--- config.mk ---
export PLATFORM = sky130hd
export DESIGN_NAME = vec_issue_ctrl
export DESIGN_NICKNAME = d
export VERILOG_FILES = /design/src/rtl/vec_ctrl_pkg.sv /design/src/rtl/vec_tail_mask.sv /design/src/rtl/vec_issue_ctrl.sv
export SDC_FILE = /design/constraint.sdc
export NUM_CORES = 1
export LEC_CHECK = 0
export CAP_MARGIN = 15
export CELL_PAD_IN_SITES_DETAIL_PLACEMENT = 2
export CELL_PAD_IN_SITES_GLOBAL_PLACEMENT = 2
export CORE_AREA = 2 2 121 123
export CTS_CLUSTER_SIZE = 8
export DETAILED_ROUTE_END_ITERATION = 8
export DIE_AREA = 0 0 123 125
export GPL_ROUTABILITY_DRIVEN = 0
export PLACE_DENSITY = 0.89
export SLEW_MARGIN = 10
export SYNTH_ARGS = -nofsm -noshare
export SYNTH_HDL_FRONTEND = slang
export SYNTH_SLANG_ARGS = --single-unit
export TNS_END_PERCENT = 20
--- constraint.sdc ---
create_clock -name clk -period 6.1 [get_ports clk]
set_input_delay 1.22 -clock clk [delete_from_list [all_inputs] [get_ports clk]]
set_output_delay 1.22 -clock clk [all_outputs]
set_load 0.005 [all_outputs]
--- src/rtl/vec_ctrl_pkg.sv ---
// Shared state codes and default geometry for the vector issue controller.
package vec_ctrl_pkg;

  typedef enum logic [1:0] {
    ST_IDLE  = 2'd0,
    ST_VEC   = 2'd1,
    ST_HAZ   = 2'd2,
    ST_DRAIN = 2'd3
  } state_t;

  localparam int DEF_LANES = 4;
  localparam int DEF_CNT_W = 32;

endpackage

--- src/rtl/vec_tail_mask.sv ---
// Per-lane enable for one chunk: lane i is active when more than i elements remain.
// Saturates to all-ones whenever rem >= LANES.
module vec_tail_mask
  import vec_ctrl_pkg::*;
#(
  parameter int CNT_W = DEF_CNT_W,
  parameter int LANES = DEF_LANES
) (
  input  logic [CNT_W:0]   rem,
  output logic [LANES-1:0] elem_mask
);

  genvar gi;
  generate
    for (gi = 0; gi < LANES; gi++) begin : g_lane
      assign elem_mask[gi] = (rem > (CNT_W+1)'(gi));
    end
  endgenerate

endmodule

--- src/rtl/vec_issue_ctrl.sv ---
// ID/EXE issue sequencer: splits vector ops into LANES-wide chunks and inserts load-use bubbles.
// Optional feature macro VEC_DRAIN_EN adds DRAIN_CYC stall cycles after a vreg-writing vector op.
module vec_issue_ctrl
  import vec_ctrl_pkg::*;
#(
  parameter int CNT_W     = DEF_CNT_W,
  parameter int LANES     = DEF_LANES,
  parameter int DRAIN_CYC = 2
) (
  input  logic             clk,
  input  logic             rst_n,
  input  logic             id_valid,
  input  logic             id_is_vec,
  input  logic             id_vreg_write,
  input  logic [CNT_W-1:0] id_vlen,
  input  logic             id_load_use,
  input  logic             exe_flush,
  output logic             stall_if,
  output logic             bubble_exe,
  output logic [1:0]       next_state,
  output logic [CNT_W-1:0] cnt,
  output logic [LANES-1:0] elem_mask,
  output logic             vec_last,
  output logic             busy
);

  state_t           state, state_nx;
  logic [CNT_W-1:0] base, base_nx;
  logic [CNT_W:0]   rem;
  logic [LANES-1:0] tail_mask;
  logic             stall_c, bubble_c, last_c, mask_en, chunk;
  logic             drain_go;

  // base is 0 whenever the FSM is IDLE, so rem also serves the first chunk.
  assign rem = {1'b0, id_vlen} - {1'b0, base};

  vec_tail_mask #(
    .CNT_W (CNT_W),
    .LANES (LANES)
  ) u_tail (
    .rem       (rem),
    .elem_mask (tail_mask)
  );

`ifdef VEC_DRAIN_EN
  localparam int DRAIN_W = $clog2(DRAIN_CYC + 1);
  logic [DRAIN_W-1:0] drain, drain_nx;
  assign drain_go = id_vreg_write;
`else
  logic unused_cfg;
  assign unused_cfg = id_vreg_write ^ (DRAIN_CYC != 0);
  assign drain_go   = 1'b0;
`endif

  always_comb begin
    state_nx = state;
    base_nx  = base;
    stall_c  = 1'b0;
    bubble_c = 1'b0;
    last_c   = 1'b0;
    mask_en  = 1'b0;
    chunk    = 1'b0;
`ifdef VEC_DRAIN_EN
    drain_nx = drain;
`endif
    if (exe_flush) begin
      bubble_c = 1'b1;
      state_nx = ST_IDLE;
      base_nx  = '0;
`ifdef VEC_DRAIN_EN
      drain_nx = '0;
`endif
    end else begin
      case (state)
        ST_IDLE: begin
          if (id_valid && id_load_use) begin
            stall_c  = 1'b1;
            bubble_c = 1'b1;
            state_nx = ST_HAZ;
          end else if (id_valid && id_is_vec) begin
            if (id_vlen == '0) begin
              bubble_c = 1'b1;
              last_c   = 1'b1;
            end else begin
              chunk = 1'b1;
            end
          end
        end
        ST_VEC:  chunk = 1'b1;
        ST_HAZ:  state_nx = ST_IDLE;
        ST_DRAIN: begin
`ifdef VEC_DRAIN_EN
          stall_c  = 1'b1;
          bubble_c = 1'b1;
          if (drain == '0) state_nx = ST_IDLE;
          else drain_nx = drain - 1'b1;
`else
          state_nx = ST_IDLE;
`endif
        end
        default: state_nx = ST_IDLE;
      endcase

      if (chunk) begin
        mask_en = 1'b1;
        // A negative rem (vlen changed illegally mid-op) ends the op instead of wrapping.
        if (!rem[CNT_W] && rem > (CNT_W+1)'(LANES)) begin
          stall_c  = 1'b1;
          base_nx  = base + CNT_W'(LANES);
          state_nx = ST_VEC;
        end else begin
          last_c  = 1'b1;
          base_nx = '0;
          if (drain_go) begin
            state_nx = ST_DRAIN;
`ifdef VEC_DRAIN_EN
            drain_nx = DRAIN_W'(DRAIN_CYC - 1);
`endif
          end else begin
            state_nx = ST_IDLE;
          end
        end
      end
    end
  end

  always_ff @(posedge clk or negedge rst_n) begin
    if (!rst_n) begin
      state <= ST_IDLE;
      base  <= '0;
`ifdef VEC_DRAIN_EN
      drain <= '0;
`endif
    end else begin
      state <= state_nx;
      base  <= base_nx;
`ifdef VEC_DRAIN_EN
      drain <= drain_nx;
`endif
    end
  end

  // Outputs are forced quiet the moment rst_n drops, independent of the clock.
  assign stall_if   = rst_n & stall_c;
  assign bubble_exe = rst_n & bubble_c;
  assign vec_last   = rst_n & last_c;
  assign elem_mask  = (rst_n && mask_en) ? tail_mask : '0;
  assign cnt        = rst_n ? base : '0;
  assign busy       = rst_n & (state != ST_IDLE);
  assign next_state = rst_n ? state_nx : ST_IDLE;

endmodule

**Word level (Yosys, flattened, before mapping)**

Cells that the tools add are included.
W data, S select, Z words.

- Multiplexer cells: 33
- Bitwise gates (word level): 4
- Reductions and logical operators: 10
- Equal/unequal tests: 3
- Magnitude comparators: 5
- Add/subtract/negate cells: 2

Operators by type and width:

| operator | number |
|---|---|
| $mux W32 | 4 |
| $gt A33 B1 Y1 const B | 2 |
| $gt A33 B2 Y1 const B | 2 |
| $gt A33 B3 Y1 const B | 1 |
| $sub A32 B32 Y33 | 1 |
| $add A32 B3 Y32 const B | 1 |
| $logic_not A32 Y1 | 1 |
| $mux W1 | 22 |
| $mux W2 | 4 |
| $and A1 B1 Y1 | 4 |
| $eq A2 B2 Y1 const B | 2 |
| $logic_and A1 B1 Y1 | 4 |
| $mux W4 | 1 |
| $pmux W2 S2 | 1 |
| $reduce_bool A2 Y1 | 2 |
| $eq A2 B1 Y1 const B | 1 |
| $logic_not A2 Y1 | 1 |
| $pmux W1 S2 | 1 |
| $reduce_or A2 Y1 | 1 |
| $logic_not A1 Y1 | 1 |

- Bits in registers: 34
- Output and inout port bits: 42
- Word-level logic and storage cells: 59

**Logic depth before layout (Yosys ltp)**

- Depth in word-level cells: 10
- Gate-level depth with buffers: 16
- Gate-level depth less buffers: 14

**Hierarchy**

From an unflattened synthesis, not the netlist that was laid out.

- Cell total of the unflattened synthesis: 650
- Area, all modules: 4518.1 sq um

Modules (own cells, without submodules):

| module | area each (sq um) | cells an instance | instances |
|---|---|---|---|
| vec_issue_ctrl | 4423.0 | 634 | 1 |
| vec_tail_mask | 95.1 | 16 | 1 |

**Least setup slack after synthesis**

Ideal clock, no wire load.

- Path kind: in2out
- From: input port id_vlen[13]
- To: output port stall_if
- Cell stages on the path: 12
- Required time: 4880 ps
- Setup slack: 637 ps
- Arrival: 4243 ps
- Cells stage by stage: ha_1 > clkbuf_1 > nand4_1 > o221a_2 > o21ai_2 > a21oi_2 > xnor2_1 > or4_1 > or4b_4 > o311ai_4 > buf_2 > o22ai_1

- Cells in the longest elaborated chain, start to end: 9
- Elaborated cells on any way between the ends: 14
- Those cells by class: 1 x add/sub; 1 x order compare; 8 x mux; 1 x bitwise; 3 x reduce/logical

Ends and longest elaborated chain:

| element | line | source |
|---|---|---|
| from (decl) | vec_issue_ctrl.sv:15 | `input logic [CNT_W-1:0] id_vlen,` |
| parallel branches: the longest is 6 deep, another holds $sub A32 B32 Y33 | n/a |  |
| $mux W1 (*) | vec_issue_ctrl.sv:104 | `if (chunk) begin` |
| $mux W1 (*) | vec_issue_ctrl.sv:66 | `if (exe_flush) begin` |
| $and A1 B1 Y1 (*) | vec_issue_ctrl.sv:144 | `assign stall_if = rst_n & stall_c;` |
| to (decl) | vec_issue_ctrl.sv:18 | `output logic stall_if,` |

Every way passes the cells marked *. The select of a mux whose other input is x is not followed.

**Worst setup path in the final report**

- From: input port id_vlen[21]
- To: output port stall_if

Same word-level chain as after synthesis.

==> impl_metrics.toml <==
[worst_setup_path]
r2r-end = "base[11]"
path_max_fanout = 4
cp.arrival_ps = 5120
worst_r2r_path_depth = 18
worstSetupPathType = "input port to primary output"
crit_path_end_kind = "primary output"
crit_path_start_kind = "input port"
startpoint = "id_vlen[21]"
r2r_slack_ps = 1230
reg2reg_from = "base[2]"
cp.required_ps = 4880

[floorplan]
fp.dieH_um = 125
initial_core_util_pct = 28.0
die_w_um = 123
coreArea_mm2 = 0.0142
die_area_mm2 = 0.0154
io_pins = 81
num_rows = 44

[cells_and_area]
fin_nets = 821
final_cells = 934
nFillCells = 1610
final_util_pct = 45.3
antennaDiodeCount = 0
syn2layout_area_growth_pct = 61.8
regArea_um2 = 801
multi_input_area_mm2 = 0.00339
drive_gt1_share_pct = 27.5

[timing]
min_period_ps = 6340
hold_viol = 0
rsz0062_at_grt = "yes"
max-slew-margin-rel_pct = 22.8
period_share_pct = 104
worst_slew_pin_slew_ps = 1160
max_freq_mhz = 158
final.setup.worst_slack_ps = -241
setup_viol = 3
slew_violations = 0
fin_skew_ps = 6.32

[clocking]
ctsHoldBuffers = 0
htreeDepth = 2
root_buffer = "clkbuf_16"
path_clk_slew_ps = 50
cts_tree = "yes"
cts_num_sinks = 32
cts_buffer_depth = 2
clk_latency_ps = 290
cts_buffers = 5

[global_route]
first_global_vias = 6263
grt_max_degree = 34
overflow = 0
antenna_found_initial = 0
grt_pass1_wl_um = 36000
grtUsageTotal_pct = 30.6

[yosys]
ys.flop_type = "dfrtp_1"
yosys_warnings = 0
yosysSeqAreaShare_pct = 20.2
yosysUniqueCellTypes = 67
synthAdderAreaFrac_pct = 10.4
ys_ff_latch = 32
async_reset_ff_share_pct = 100
synth_compound_area_share_pct = 30.2
synth.area.mux_share_pct = 0.788
syn_avg_cell_area_um2 = 7.02
synth_edf_count = 0
synth-xor-area-share_pct = 3.75
synth_cells = 566
syn_area_mm2 = 0.00397
synth-simple-area-share_pct = 27.7
synth_top_family_by_area = "compound AO/OA/AOI/OAI gates"

[placement]
io_buffers = 77
preCtsSetupSlack_ps = -716
dpl.hpwl_um = 16700
place_inst = 910

[route]
antenna_left = 0
via_per_inst = 5.85
drc = 0
vias = 5466
drt_first_pass_iters = 5
drt_wl_total_um = 24700
drt-initial-drc-count = 253
routedWlPerCell_um = 26.4

[hold_path]
worstHoldStart = "base[28]"
hp-class = "flip-flop to flip-flop"
hold_end = "base[28]"
whs_path_depth = 1

[power_and_ir_drop]
power.switching_uw = 305
combinationalPowerShare_pct = 42.8
sw_frac_of_total_pct = 36.3
seqPwrFrac_pct = 25.8
p_clk_share_pct = 31.4
intPower_uw = 536
power.density_mw_per_mm2 = 131
p_leak_nw = 2.63
ir_worst_vdd_uv = 69.2

[status]
violations = "setup timing"
status = "complete, but fails checks"

[flow_run]
cap_violations = 0
placed cells by master (no fill, tap or decap), types with 12 or more instances in the layout:
cell             instances
buf_4                  119
nor2_1                  62
clkdlybuf4s50_1         58
a21oi_1                 57
nand2_1                 45
inv_1                   40
dfrtp_1                 32
o21ai_0                 31
or3_1                   29
nand4_1                 18
nand3_1                 18
ha_1                    15
ha_4                    15
a21oi_2                 13
a21o_1                  12
metal layers:
| layer | vias to the layer above | global-route usage (%) | part of all wire (%) |
|---|---|---|---|
| li1 | 2438 | - | - |
| met1 | 2740 | 33.4 | 38 |
| met2 | 205 | 56.4 | 52 |
| met3 | 83 | 5.34 | 4.0 |
| met4 | 0 | 14.0 | 5.4 |
| met5 | - | 0 | 0 |
how the worst max path moves through the flow:
stage	end	slack, ps	cells after the start
after global placement	vec_last	-480	14
after detailed placement	vec_last	-720	15
final	stall_if	-240	13
after global routing	stall_if	-300	15
after CTS	next_state[0]	-190	15
after floorplan	stall_if	640	12
power groups by stage:
stage | clock network (mW) | logic [mW] | registers (mW)
6_report | 0.264 | 0.360 | 0.217
5_1_grt | 0.276 | 0.378 | 0.217
4_1_cts | 0.267 | 0.325 | 0.216
3_5_place_dp | 0 | 0.292 | 0.220
3_3_place_gp | 0 | 0.268 | 0.220
2_1_floorplan | 0 | 0.140 | 0.220
registers in the layout (all words and copies together), names as in the netlist:
signal  count
base       30
state       2
synthesized netlist by cell type (11+ instances only):
| cell | n | area share [%] |
|---|---|---|
| o21ai_0 | 35 | 4.4 |
| nor2_1 | 67 | 6.3 |
| a21o_1 | 12 | 2.3 |
| nand3_1 | 19 | 2.4 |
| a21oi_1 | 72 | 9.1 |
| nand2_1 | 46 | 4.3 |
| inv_1 | 40 | 3.8 |
| nor4_1 | 13 | 2.0 |
| ha_1 | 33 | 10 |
| nand4_1 | 18 | 2.8 |
| or3_1 | 29 | 4.6 |
| clkbuf_1 | 15 | 1.4 |
| o21ai_1 | 11 | 1.4 |
| dfrtp_1 | 32 | 20 |
worst max-delay path, stage by stage:
cell and delay (ps):
clkdlybuf4s50_1 530, ha_2 340, a21oi_4 220, a21boi_0 130
a211o_1 330, a21oi_2 200, xnor2_1 90, or4_4 530
or4b_4 610, o311ai_4 400, buf_4 180, o22ai_1 60
dlygate4sd2_1 270
stage by stage:
| step | power, mW | instance area (µm²) | TNS, ps | hold WS (ps) |
|---|---|---|---|---|
| finish | 0.841 | 6430 | -531 | 523 |
| global route | 0.870 | 6430 | -735 | 545 |
| CTS | 0.808 | 6200 | -690 | 517 |
| detailed placement | 0.512 | 5660 | -4370 | 512 |
| global placement | 0.488 | 5660 | -2510 | 482 |
| floorplan | 0.360 | 3980 | 0 | 461 |
what timing repair did:
item | 4_1_cts | 5_1_grt
resized for setup | 70 | 36
buffers inserted | 9 | 7
pin swaps | 22 | 24
setup endpoints to repair | 7 | 7
logic make-up after synthesis:
| kind of cell | Yosys count |
|---|---|
| xor gates and xnor gates | 17 |
| buffers and inverters | 66 |
| and+or+nand+nor | 223 |
| DFF | 32 |
| muxes | 3 |
| other | 2 |
| AOI/OAI and AO/OA | 190 |
| adders and majority gates | 33 |
layout make-up:
cell class,count,share of cell area [%]
multi-input combinational,470,52.8
timing repair buffer,198,26.5
sequential,32,12.5
tap,184,3.58
inverter,42,2.45
clock buffer,8,2.28
Note: power is estimated with default switching activity, not from simulation.
